==> src/rtl/lifo_pop_serializer.sv <==
// lifo_pop_serializer
//   Drain stage for the LIFO buffer. On start it pops words one at a time and
//   shifts each out MSB first on a 1-bit serial line with a framing enable,
//   until the LIFO reports empty or MAX_WORDS words have been sent.
//
// Optional feature: define LIFO_SER_PARITY_EN to append an even-parity bit
//   to every word (frame = DATA_W+1 bits). Undefined: frame = DATA_W bits.
//
// Ports
//   clock      in   rising-edge clock
//   reset      in   asynchronous, active-high
//   start      in   drain request, sampled in IDLE only
//   lifo_data  in   LIFO dataout, valid one cycle after lifo_read
//   lifo_val   in   1 = popped word valid, 0 = LIFO was empty
//   lifo_read  out  one-cycle pop strobe
//   sout       out  serial data, MSB first
//   sout_en    out  high while sout carries a data or parity bit
//   busy       out  high in every state except IDLE
//   done       out  one-cycle pulse when a burst ends
//   word_cnt   out  words sent in current/last burst, saturating
module lifo_pop_serializer #(
    parameter int unsigned DATA_W    = 10,
    parameter int unsigned MAX_WORDS = 6,
    parameter int unsigned CNT_W     = 4
) (
    input  logic              clock,
    input  logic              reset,
    input  logic              start,
    input  logic [DATA_W-1:0] lifo_data,
    input  logic              lifo_val,
    output logic              lifo_read,
    output logic              sout,
    output logic              sout_en,
    output logic              busy,
    output logic              done,
    output logic [CNT_W-1:0]  word_cnt
);

    localparam int unsigned BIT_W = (DATA_W > 1) ? $clog2(DATA_W) : 1;

    typedef enum logic [2:0] {
        S_IDLE   = 3'd0,
        S_POP    = 3'd1,
        S_WAIT   = 3'd2,
        S_SHIFT  = 3'd3,
        S_PARITY = 3'd4,
        S_FINISH = 3'd5
    } state_t;

    state_t              state_q;
    state_t              state_d;
    logic [DATA_W-1:0]   shreg_q;
    logic [DATA_W-1:0]   shreg_d;
    logic [BIT_W-1:0]    bit_cnt_q;
    logic [BIT_W-1:0]    bit_cnt_d;
    logic                parity_q;
    logic                parity_d;
    logic [CNT_W-1:0]    word_cnt_d;
    logic [CNT_W-1:0]    cnt_inc;
    logic                last_word;
    logic                lifo_read_d;
    logic                sout_d;
    logic                sout_en_d;
    logic                busy_d;
    logic                done_d;

    // Saturating count of words including the one just completed
    assign cnt_inc   = (word_cnt == {CNT_W{1'b1}}) ? word_cnt : word_cnt + CNT_W'(1);
    assign last_word = (MAX_WORDS != 0) && (cnt_inc == CNT_W'(MAX_WORDS));

    // State register
    always_ff @(posedge clock or posedge reset) begin
        if (reset) begin
            state_q <= S_IDLE;
        end else begin
            state_q <= state_d;
        end
    end

    // Next-state logic
    always_comb begin
        state_d = state_q;
        case (state_q)
            S_IDLE:   if (start) state_d = S_POP;
            S_POP:    state_d = S_WAIT;
            S_WAIT:   state_d = lifo_val ? S_SHIFT : S_FINISH;
            S_SHIFT: begin
                if (bit_cnt_q == '0) begin
`ifdef LIFO_SER_PARITY_EN
                    state_d = S_PARITY;
`else
                    state_d = last_word ? S_FINISH : S_POP;
`endif
                end
            end
`ifdef LIFO_SER_PARITY_EN
            S_PARITY: state_d = last_word ? S_FINISH : S_POP;
`endif
            S_FINISH: state_d = S_IDLE;
            default:  state_d = S_IDLE;
        endcase
    end

    // Datapath and next values of the registered outputs
    always_comb begin
        shreg_d     = shreg_q;
        bit_cnt_d   = bit_cnt_q;
        parity_d    = parity_q;
        word_cnt_d  = word_cnt;
        lifo_read_d = 1'b0;
        sout_d      = 1'b0;
        sout_en_d   = 1'b0;
        busy_d      = 1'b0;
        done_d      = 1'b0;

        case (state_q)
            S_IDLE: begin
                if (start) word_cnt_d = '0;
            end
            S_WAIT: begin
                if (lifo_val) begin
                    shreg_d   = lifo_data;
                    bit_cnt_d = BIT_W'(DATA_W - 1);
                    parity_d  = ^lifo_data;
                end
            end
            S_SHIFT: begin
                // After DATA_W shifts the register has drained to zero
                shreg_d = shreg_q << 1;
                if (bit_cnt_q != '0) begin
                    bit_cnt_d = bit_cnt_q - BIT_W'(1);
                end else begin
`ifndef LIFO_SER_PARITY_EN
                    word_cnt_d = cnt_inc;
`endif
                end
            end
`ifdef LIFO_SER_PARITY_EN
            S_PARITY: word_cnt_d = cnt_inc;
`endif
            default: ;
        endcase

        // Outputs follow the state being entered so they are registered
        lifo_read_d = (state_d == S_POP);
        busy_d      = (state_d != S_IDLE);
        done_d      = (state_d == S_FINISH);
        if (state_d == S_SHIFT) begin
            sout_d    = shreg_d[DATA_W-1];
            sout_en_d = 1'b1;
        end else if (state_d == S_PARITY) begin
            sout_d    = parity_d;
            sout_en_d = 1'b1;
        end
    end

    // Datapath and output registers
    always_ff @(posedge clock or posedge reset) begin
        if (reset) begin
            shreg_q   <= '0;
            bit_cnt_q <= '0;
            parity_q  <= 1'b0;
            word_cnt  <= '0;
            lifo_read <= 1'b0;
            sout      <= 1'b0;
            sout_en   <= 1'b0;
            busy      <= 1'b0;
            done      <= 1'b0;
        end else begin
            shreg_q   <= shreg_d;
            bit_cnt_q <= bit_cnt_d;
            parity_q  <= parity_d;
            word_cnt  <= word_cnt_d;
            lifo_read <= lifo_read_d;
            sout      <= sout_d;
            sout_en   <= sout_en_d;
            busy      <= busy_d;
            done      <= done_d;
        end
    end

endmodule

==> config.mk <==
export PLATFORM = sky130hd
export DESIGN_NAME = lifo_pop_serializer
export DESIGN_NICKNAME = d
export VERILOG_FILES = /design/src/rtl/lifo_pop_serializer.sv
export SDC_FILE = /design/constraint.sdc
export NUM_CORES = 1
export LEC_CHECK = 0
export BUFFER_PORTS_ARGS = -buffer_cell sky130_fd_sc_hd__buf_4
export CORE_AREA = 2 2 63 65
export CTS_BUF_LIST = sky130_fd_sc_hd__clkbuf_4 sky130_fd_sc_hd__clkbuf_8 sky130_fd_sc_hd__clkbuf_16
export DETAILED_ROUTE_END_ITERATION = 10
export DIE_AREA = 0 0 65 67
export PLACE_DENSITY_LB_ADDON = 0.2
export SETUP_SLACK_MARGIN = 0.2
export SLEW_MARGIN = 0
export SYNTH_ARGS = -nofsm -noshare
export SYNTH_HDL_FRONTEND = slang
export SYNTH_SLANG_ARGS = --single-unit
==> constraint.sdc <==
create_clock -name clock -period 2.2 [get_ports clock]
set_clock_uncertainty 0.1 [all_clocks]
set_input_delay 0.44 -clock clock [delete_from_list [all_inputs] [get_ports clock]]
set_output_delay 0.44 -clock clock [all_outputs]
set_load 0.1 [all_outputs]
---- After elaboration in Yosys (flattened, before gate mapping) ----
Cells that the tools add are included.
operators by class
  equal/unequal tests ..................... 13
  multiplexer cells ....................... 20
  reduce and logical (&&, ||, !) cells .... 10
  $add $sub $neg .......................... 2
operators by type and width
  kind                                                 count
  2-to-1 mux 4 bit                                     5
  one-hot mux 10 bit (2 select lines)                  1
  one-hot mux 4 bit (2 select lines)                   2
  2-to-1 mux 3 bit                                     4
  one-hot mux 3 bit (4 select lines)                   1
  2-to-1 mux 10 bit                                    1
  parity 10 bit                                        1
  equality test 3 x 2 -> 1 bit, second input constant  3
  inequality test 2 bit, second input constant         4
  equality test 3 x 1 -> 1 bit, second input constant  2
  equality test 3 bit, second input constant           2
  2-to-1 mux 1 bit                                     6
  AND reduction 3 bit                                  2
  adder 4 x 1 -> 4 bit, second input constant          1
  equality test 4 x 3 -> 1 bit, second input constant  1
  equality test 4 bit, second input constant           1
  logical NOT 4 bit                                    1
  nonzero test 2 bit                                   2
  nonzero test 4 bit                                   1
  subtractor 4 x 1 -> 4 bit, second input constant     1
  logical NOT 3 bit                                    1
  nonzero test 3 bit                                   1
  AND reduction 2 bit                                  1
word-level totals
  bits of input ports ..................... 14
  word-level logic and storage cells ...... 56
  output and inout port bits .............. 9
  register bits ........................... 27

---- Longest topological paths before layout ----
Gate-level depths: netlist of run 1.
  word-level depth ........................ 9
  mapped depth ............................ 7

---- Least setup slack after synthesis of run 1 ----
OpenSTA, ideal clock, no wires.
  kind .................................... register to register
  start point ............................. register word_cnt[1]
  end point ............................... register done
  setup slack ............................. -0.020 ns
  arrival ................................. 2.054 ns
  cell stages (with the launch flop) ...... 6
  cells stage by stage .................... dfrtp_1 > ha_1 > nor3b_1 > a31oi_1 > nor4_1 > o21a_1
on the way
  word-level cells in the longest chain between the ends .. 7
  elaborated cells between the ends (all ways) .. 8
RTL lines
  item                                                                line  text
  start, declared                                                     36    output logic [CNT_W-1:0] word_cnt
  start signal, assigned                                              173   word_cnt <= word_cnt_d;
  adder 4 x 1 -> 4 bit / equality test 4 bit (equally long branches)  68    assign cnt_inc = (word_cnt == {CNT_W{1'b1}}) ? word_cnt : word_cnt + CNT_W'(1);
  2-to-1 mux 4 bit (*)                                                68
  equality test 4 x 3 -> 1 bit (*)                                    69    assign last_word = (MAX_WORDS != 0) && (cnt_inc == CNT_W'(MAX_WORDS));
  2-to-1 mux 3 bit (*)                                                92    state_d = last_word ? S_FINISH : S_POP;
  2-to-1 mux 3 bit (*)                                                88    if (bit_cnt_q == '0) begin
  one-hot mux 3 bit (4 select lines) (*)                              83    case (state_q)
  equality test 3 bit (*)                                             147   done_d = (state_d == S_FINISH);
  named net done_d                                                    65    logic done_d;
  end signal, assigned                                                178   done <= done_d;
  end, declared                                                       35    output logic done,
Mark *: on every way through the listed nets, which the timed path passes. The rest lies on a longest branch.
A chain may end at the register's enable or synchronous reset.

---- Final worst setup path of run 1 ----
  start point ............................. register bit_cnt_q[1]
  end point ............................... register word_cnt[2]
on the way
  word-level cells in the longest chain between the ends .. 3
RTL lines
  item                             line  text
  start, declared                  54    logic [BIT_W-1:0] bit_cnt_q;
  start signal, assigned           171   bit_cnt_q <= bit_cnt_d;
  nonzero test 4 bit               130   if (bit_cnt_q != '0) begin
  inequality test 2 bit (no line)  n/a
  AND reduction 3 bit (no line)    n/a
Every way passes these cells.

==> results of run 1 <==
-- power by group through the flow --
stage | Sequential (W) | Clock (W) | Combinational, W
2_1_floorplan | 0.00113 | 0 | 0.000591
3_3_place_gp | 0.000819 | 0 | 0.00122
3_5_place_dp | 0.000830 | 0 | 0.00124
4_1_cts | 0.000820 | 0.000297 | 0.00125
5_1_grt | 0.000855 | 0.000314 | 0.00139
6_report | 0.000822 | 0.000290 | 0.00129
-- cells in the mapped netlist (2+ instances only) --
library cell	count	share of area
dfrtp_1	25	0.50
o21ai_0	11	0.044
a21oi_1	9	0.036
a22oi_1	9	0.054
nor2_1	9	0.027
a31oi_1	7	0.035
clkbuf_1	7	0.021
nand2_1	7	0.021
nor2b_1	7	0.035
inv_1	5	0.015
nor3_1	4	0.016
nor3b_1	3	0.018
ha_1	2	0.020
nand3_1	2	0.0080
o21a_1	2	0.012
o22ai_1	2	0.010
-- worst min path at each step --
stage | slack [ns] | end | start
6_report | 0.12 | state_q[0]$_DFF_PP0_ | reset
5_1_grt | 0.17 | sout$_DFF_PP0_ | reset
4_1_cts | 0.14 | shreg_q[7]$_DFFE_PP0P_ | reset
3_5_place_dp | 0.37 | shreg_q[7]$_DFFE_PP0P_ | shreg_q[7]$_DFFE_PP0P_
3_3_place_gp | 0.37 | shreg_q[4]$_DFFE_PP0P_ | shreg_q[4]$_DFFE_PP0P_
2_1_floorplan | 0.35 | shreg_q[4]$_DFFE_PP0P_ | shreg_q[4]$_DFFE_PP0P_
-- critical path: stages, from the launching register on --
cell and delay (ns):
dfrtp_1 0.40, inv_1 0.12, ha_4 0.16, or3b_4 0.40, nor3_4 0.21, buf_6 0.16, and4b_1 0.19, nor3_1 0.04
-- repair_timing --
item / CTS / global route
pin swaps: 1 / 1
endpoints found under the setup margin: 2 / 7
setup buffers: 2 / 1
hold buffers: 0 / 0
gates resized for setup: 0 / 7
-- cell families after synthesis --
group,count (synthesis)
AND/OR/NAND/NOR,41
AO/OA/AOI/OAI,46
XOR/XNOR,1
flip-flops,25
adder cells (fa/ha/maj),2
buffers and inverters,14
multiplexers,1
-- flip-flops by register name (all words and copies together), names as in the netlist --
| name | count |
|---|---|
| busy | 1 |
| bit_cnt_q | 4 |
| done | 1 |
| sout_en | 1 |
| shreg_q | 9 |
| state_q | 3 |
| word_cnt | 4 |
| lifo_read | 1 |
| sout | 1 |
-- per-layer routing --
layer,part of all wire,vias up,track usage
met5,0,-,0
met4,0.012,0,0.05585
met3,0.032,4,0.02872
met2,0.47,20,0.2655
met1,0.48,527,0.1827
li1,-,532,-
-- area by class of cell --
class / count / area, sq um
well taps: 48 / 60.06
repair buffers: 32 / 244.0
clock buffers: 4 / 48.80
fillers: 357 / 2011
inverters: 6 / 22.52
flip-flops and latches: 25 / 629.4
multi-input cells: 91 / 590.6
-- per-stage QoR --
step | hold WS (ns) | cells
global placement | 0.3739 | 199
floorplan | 0.3502 | 130
CTS | 0.1351 | 205
detailed placement | 0.3744 | 199
finish | 0.1165 | 206
global route | 0.1703 | 206
==> metrics.md, run 1 <==
| Metric | Value |
|---|---|
| Clock transition at path regs | 0.09 ns |
| Most common cell after layout, fill and taps aside | buf_4 |
| Maximum vdd drop | 0.4417 mV |
| All-layer global routing usage | 0.1509 |
| Fin Setup TNS | 0 ns |
| Post-Synth XOR/XNOR Area | 0.007000 |
| Sw power | 0.001170 W |
| Commonest non-fill, non-tap cells in the layout | 31 x buf_4, 22 x dfrtp_1, 11 x o21ai_0 |
| Leak | 0.6849 nW |
| Post-Synth Adder-Cell Area | 0.02000 |
| HPWL after DPL | 2066 um |
| Worst setup path endpoint | word_cnt[2]$_DFFE_PP0P_ |
| Gp weighted congestion | 0.7297 |
| Diode count | 0 |
| Post-synthesis cell type count | 35 |
| Syn Inst Count | 130 |
| Final Hold Fails | 0 |
| Sequential share of power | 0.343 |
| Power, Total | 0.002397 W |
| Clk pwr share | 0.121 |
| Register area share after synthesis | 0.5000 |
| Mapped Area | 1251 sq um |
| Post-route ant nets | 0 |
| Syn Nets | 146 |
| Avg Cell Area, Syn | 9.625 sq um |
| FF-to-FF setup slack | roughly 0.33 ns |
| Drt via density | 5.257 |
| Core Util, Final | 0.4424 |
| Final setup viols | 0 |
| Vias | 1083 |
| CP required | 2.27 ns |
| Number of synthesized register bits | 25 |
| Placed inst area | 1495 sq um |
| Largest family of logic cells by synthesized area | compound AO/OA/AOI/OAI gates |
| Number of CTS-inserted buffers | 3 |
| Largest net degree at the start of global routing | 26 |
| Worst-margin pin slew | 0.5666 ns |
| Area grow syn2layout | 27.50% |
| Clk root buf | clkbuf_8 |
| Die width | 65 um |
| Pint | 0.001227 W |
| Slew margin rel. | 0.6214 |
| Residual DRC | 0 |
| Clock Path Buffers | 2 |
| Outcome | finished, final reports clean |
| DR pass1 iterations | 4 |
| Layout cells sized above 1 | 0.2911 |
| PortBufs | 22 |
| Fmax | 0.5355 GHz |
| Reg-to-Reg End | word_cnt[2]$_DFFE_PP0P_ |
| Number of global-route vias before repair | 1073 |
| CTS Sinks | 25 |
| Synth async-reset ratio | 1.000 |
| HP Class | in2async |
| Switching share of power | 0.4881 |
| Critical path launch point type | flop |
| DR WL/cell | 14.50 um |
| Initial Util | 0.3470 |
| CP Class | reg2reg |
| Power per Cell Area | 1502 nW/um^2 |
| Crit path capture type | flop |
| Combinational share of power | 0.536 |
| Final Cycle Share | 0.8488 |
| Simple-gate area share of the yosys netlist | 0.1860 |
| Critical-path maximum fanout | 6 |
| Initial antenna violation count | 0 |
| Row count | 22 |
| Primary FF master, synth | dfrtp_1 |
| RSZ-0062 raised after global routing | no |
| Pre-CTS setup slack | 0.1829 ns |
| Initial DRC count | 69 |
| Drt total wl | 2986 um |
| First-pass GRT wire length | 5030 um |
| Final worst slack | 0.3326 ns |
| Slew Limit Fails | 0 |
| Mux cell area share after synthesis | 0.008000 |
| H-tree Lvls | 1 |
| Crit. Startpoint | bit_cnt_q[1]$_DFFE_PP0P_ |
| Grt ovf | 0 |
| WP data arrival | 1.93 ns |
| Worst-Skew Late Latency | 0.27 ns |
| Ys Warns | 0 |
| Max cap viols | 0 |
| R2R depth | 7 |
| # IOs | 23 |
| Die Span Y | 67 um |
| Final Cell Area | 1595 sq um |
| Post-layout net count | 175 |
| Die ar. | 4355 sq um |
| Core outline area | 3606 sq um |
| EDFF count, synth | 0 |
| Final min period | 1.867 ns |
| Launching point of the worst reg2reg path | bit_cnt_q[1]$_DFFE_PP0P_ |
| Complex-gate fraction of the synthesized area | 0.2310 |
| TritonCTS clock tree | yes |
No activity file was read; power rests on OpenSTA's default activity.
==> run 2, diff against run 1 <==
Settings changed: ABC_AREA set to 1, CORE_AREA 2 2 63 65 to 2 2 62 64, DIE_AREA 0 0 65 67 to 0 0 64 66.
Clock period 2.2 ns to 1.6 ns, I/O delays scaled along.
==> metrics.md, run 2 <==
| Metric | Value |
|---|---|
| Final worst slack | -0.02849 ns |
| Failing checks | negative setup slack |
| Share of the synthesized area in the top cell type | 0.5456 |
| Layout cells sized above 1 | 0.5979 |
| Avg Cell Area, Syn | slightly above 9 sq um |
| Syn Nets | ~150 |
| Yosys top cell by area | dfrtp_1 |
| Row count | 22 |
| Power, Total | 0.003540 W |
| HPWL after DPL | 1709 um |
| Outcome | finished, violations left |
| Worst-Skew Late Latency | 0.31 ns |
| EDFF count, synth | 0 |
| Clk root buf | clkbuf_4 |
| WP data arrival | 1.75 ns |
| Post-route ant nets | 0 |
| Residual DRC | 0 |
| Drt via density | approximately 4.6 |
| DR WL/cell | 13.12 um |
| Slew margin rel. | 0.7802 |
| Met1 usage | 0.1788 |
| Initial Util | 0.3358 |
| Drt total wl | 3109 um |
| Pre-CTS setup slack | approximately 0.021 ns |
| Top Registers | shreg_q x10, bit_cnt_q x4, word_cnt x4 |
| Commonest non-fill, non-tap cells in the layout | 36 x buf_4, 25 x nand2_1, 21 x dfrtp_1 |
| # IOs | 23 |
| Met2 Use GR | 0.2461 |
| First-pass GRT wire length | about 4700 um |
| Power per Cell Area | 1726 nW/um^2 |
| Critical-path maximum fanout | 4 |
| Final Hold Fails | 0 |
| All-layer global routing usage | 0.1457 |
| H-tree Lvls | 1 |
| Grt met3 use | 0.03066 |
| Die Span Y | between 60 and 70 um |
| Final Cycle Share | 1.018 |
| Largest net degree at the start of global routing | 27 |
| CTS Sinks | 26 |
| Leak | 1.014 nW |
| Post-layout net count | 206 |
| Number of CTS-inserted buffers | 3 |
| Ys Warns | 0 |
| CP Class | reg2reg |
| Number of synthesized register bits | 26 |
| Post-synth top cells | 38 x nand2_1, 26 x dfrtp_1, 11 x inv_1 |
| Number of global-route vias before repair | 1078 |
| Area contributors post-synth | dfrtp_1 55%, nand2_1 12%, a22oi_1 5.0%, inv_1 3.5%, o21ai_0 2.9% |
| Clock transition at path regs | 0.14 ns |
| Mapped Area | 1192 sq um |
| Slew Limit Fails | 0 |
| Final min period | 1.628 ns |
| Primary FF master, synth | dfrtp_1 |
| DR pass1 iterations | 4 |
| Most common cell on crit path | buf_4 |
| Most numerous cell in the Yosys netlist | nand2_1 |
| Worst-margin pin slew | 0.3296 ns |
| Diode count | 0 |
| Most flops, register | shreg_q |
| Busiest grt layer | met2 |
| Worst path slowest cell | dfrtp_4 |
| CP required | 1.72 ns |
| Area grow syn2layout | 71.98% |
| Vias | 1095 |
| Initial antenna violation count | 0 |
| CP max stage delay | between 0.5 and 0.6 ns |
| Fmax | 0.6141 GHz |
| Maximum vdd drop | ~1.0 mV |
| Worst path cell trace | ha_4 -> nand2_4 -> inv_4 -> nand2_4 -> o21ai_1 -> nand2_1 -> buf_4 -> buf_4 -> buf_4 -> nand2_1 |
| FILL cells | approximately 310 |
| Core Util, Final | 0.5775 |
| TritonCTS clock tree | yes |
| HP Class | in2reg |
| Crit path capture type | flop |
| Gp weighted congestion | just under 0.8 |
| Register area share after synthesis | 0.5456 |
| Clock Path Buffers | 2 |
| PortBufs | 22 |
| Synth async-reset ratio | 1.000 |
| RSZ-0062 raised after global routing | yes |
| Core outline area | 3551 sq um |
| Initial DRC count | 36 |
| Syn Inst Count | 130 |
| Final setup viols | 1 |
| Critical path launch point type | flop |
| Flip-flop count of the largest register after layout | 10 |
| Grt ovf | 0 |
| Die width | 64 um |
| Fin Setup TNS | -0.02849 ns |
| Most common cell after layout, fill and taps aside | buf_4 |
| Die ar. | 4224 sq um |
| Max cap viols | 0 |
| Post-synthesis cell type count | 27 |
==> run 2: changes by cell type in the layout (fill, tap and decap cells not counted), moves of 6 or more <==
cell,before,now
o21ai_0,11,3
a22oi_1,9,2
a22oi_2,0,6
buf_6,1,13
nand2_1,7,25
nor2b_1,7,0
a21oi_1,9,1
a31oi_1,7,0
nand2_2,0,9
==> run 2: final cells by class <==
type                       count  area [sq um]  share of cell area
clock buffer                   4         36.28             0.01769
inverter                      17         81.33             0.03966
multi-input combinational     86         681.9              0.3325
sequential                    26         661.9              0.3228
tap                           48         60.06             0.02929
timing repair buffer          55         521.8              0.2544
timing repair inverter         1         7.507            0.003661
==> run 2: worst paths after layout <==
kind | start | end | slack (ns) | cells past startpoint
hold / removal | lifo_data[1] | shreg_q[1]$_DFFE_PP0P_ | 0.10 | 3
setup / recovery | word_cnt[0]$_DFFE_PP0P_ | word_cnt[2]$_DFFE_PP0P_ | -0.03 | 10
min in group asynchronous | reset | shreg_q[1]$_DFFE_PP0P_ | 0.50 | 4
setup reg to reg | word_cnt[0]$_DFFE_PP0P_ | word_cnt[2]$_DFFE_PP0P_ | -0.03 | 10
max in group asynchronous | reset | word_cnt[0]$_DFFE_PP0P_ | 0.62 | 4
hold reg to reg | shreg_q[9]$_DFF_PP0_ | shreg_q[9]$_DFF_PP0_ | 0.40 | 2
==> run 2: stage by stage <==
step | hold WS, ns | std cells | area [sq um]
finish | 0.1047 | 237 | 2051
CTS | 0.1041 | 222 | 1712
floorplan | 0.2599 | 130 | 1236
detailed placement | 0.3047 | 200 | 1464
global placement | 0.2998 | 200 | 1464
global route | 0.08766 | 237 | 2051
==> run 2: logic make-up (layout without fill, tap and decap cells) <==
logic type,count (synthesis),in the layout,share of synthesized area
AOI/OAI and AO/OA,21,21,0.1112
xor gates and xnor gates,2,2,0.01469
adders and majority gates,2,2,0.02098
buffers and inverters,18,77,0.06296
DFF,26,26,0.5456
and+or+nand+nor,61,61,0.2445
==> run 2: timing repair <==
item,in CTS,in global routing
setup buffers,17,14
hold buffers,1,0
pin swaps,8,24
resized for setup,17,62
gates cloned,0,1
endpoints found under the hold margin,26,0
setup endpoints to repair,12,26
==> run 2: worst max-delay path, delay by kind of cell (launching register included) <==
kind / cells / cell delay, ns
buffers and inverters: 4 / 0.35
AND/OR/NAND/NOR: 4 / 0.30
adder cells (fa/ha/maj): 1 / 0.18
flip-flops: 1 / 0.53
AO/OA/AOI/OAI: 1 / 0.07
==> run 2: metal layers <==
layer	wire (um)	share of wire
met2	1661	0.53
met5	0	0
met3	109	0.035
met1	1289	0.41
met4	48	0.015
==> run 2: report_power, final <==
group	switching [W]	leakage (nW)	internal (W)
combinational	0.00126	0.665	0.000890
clock	0.000192	0.0210	0.000139
sequential	0.000172	0.328	0.000889
total	0.00162	1.01	0.00192
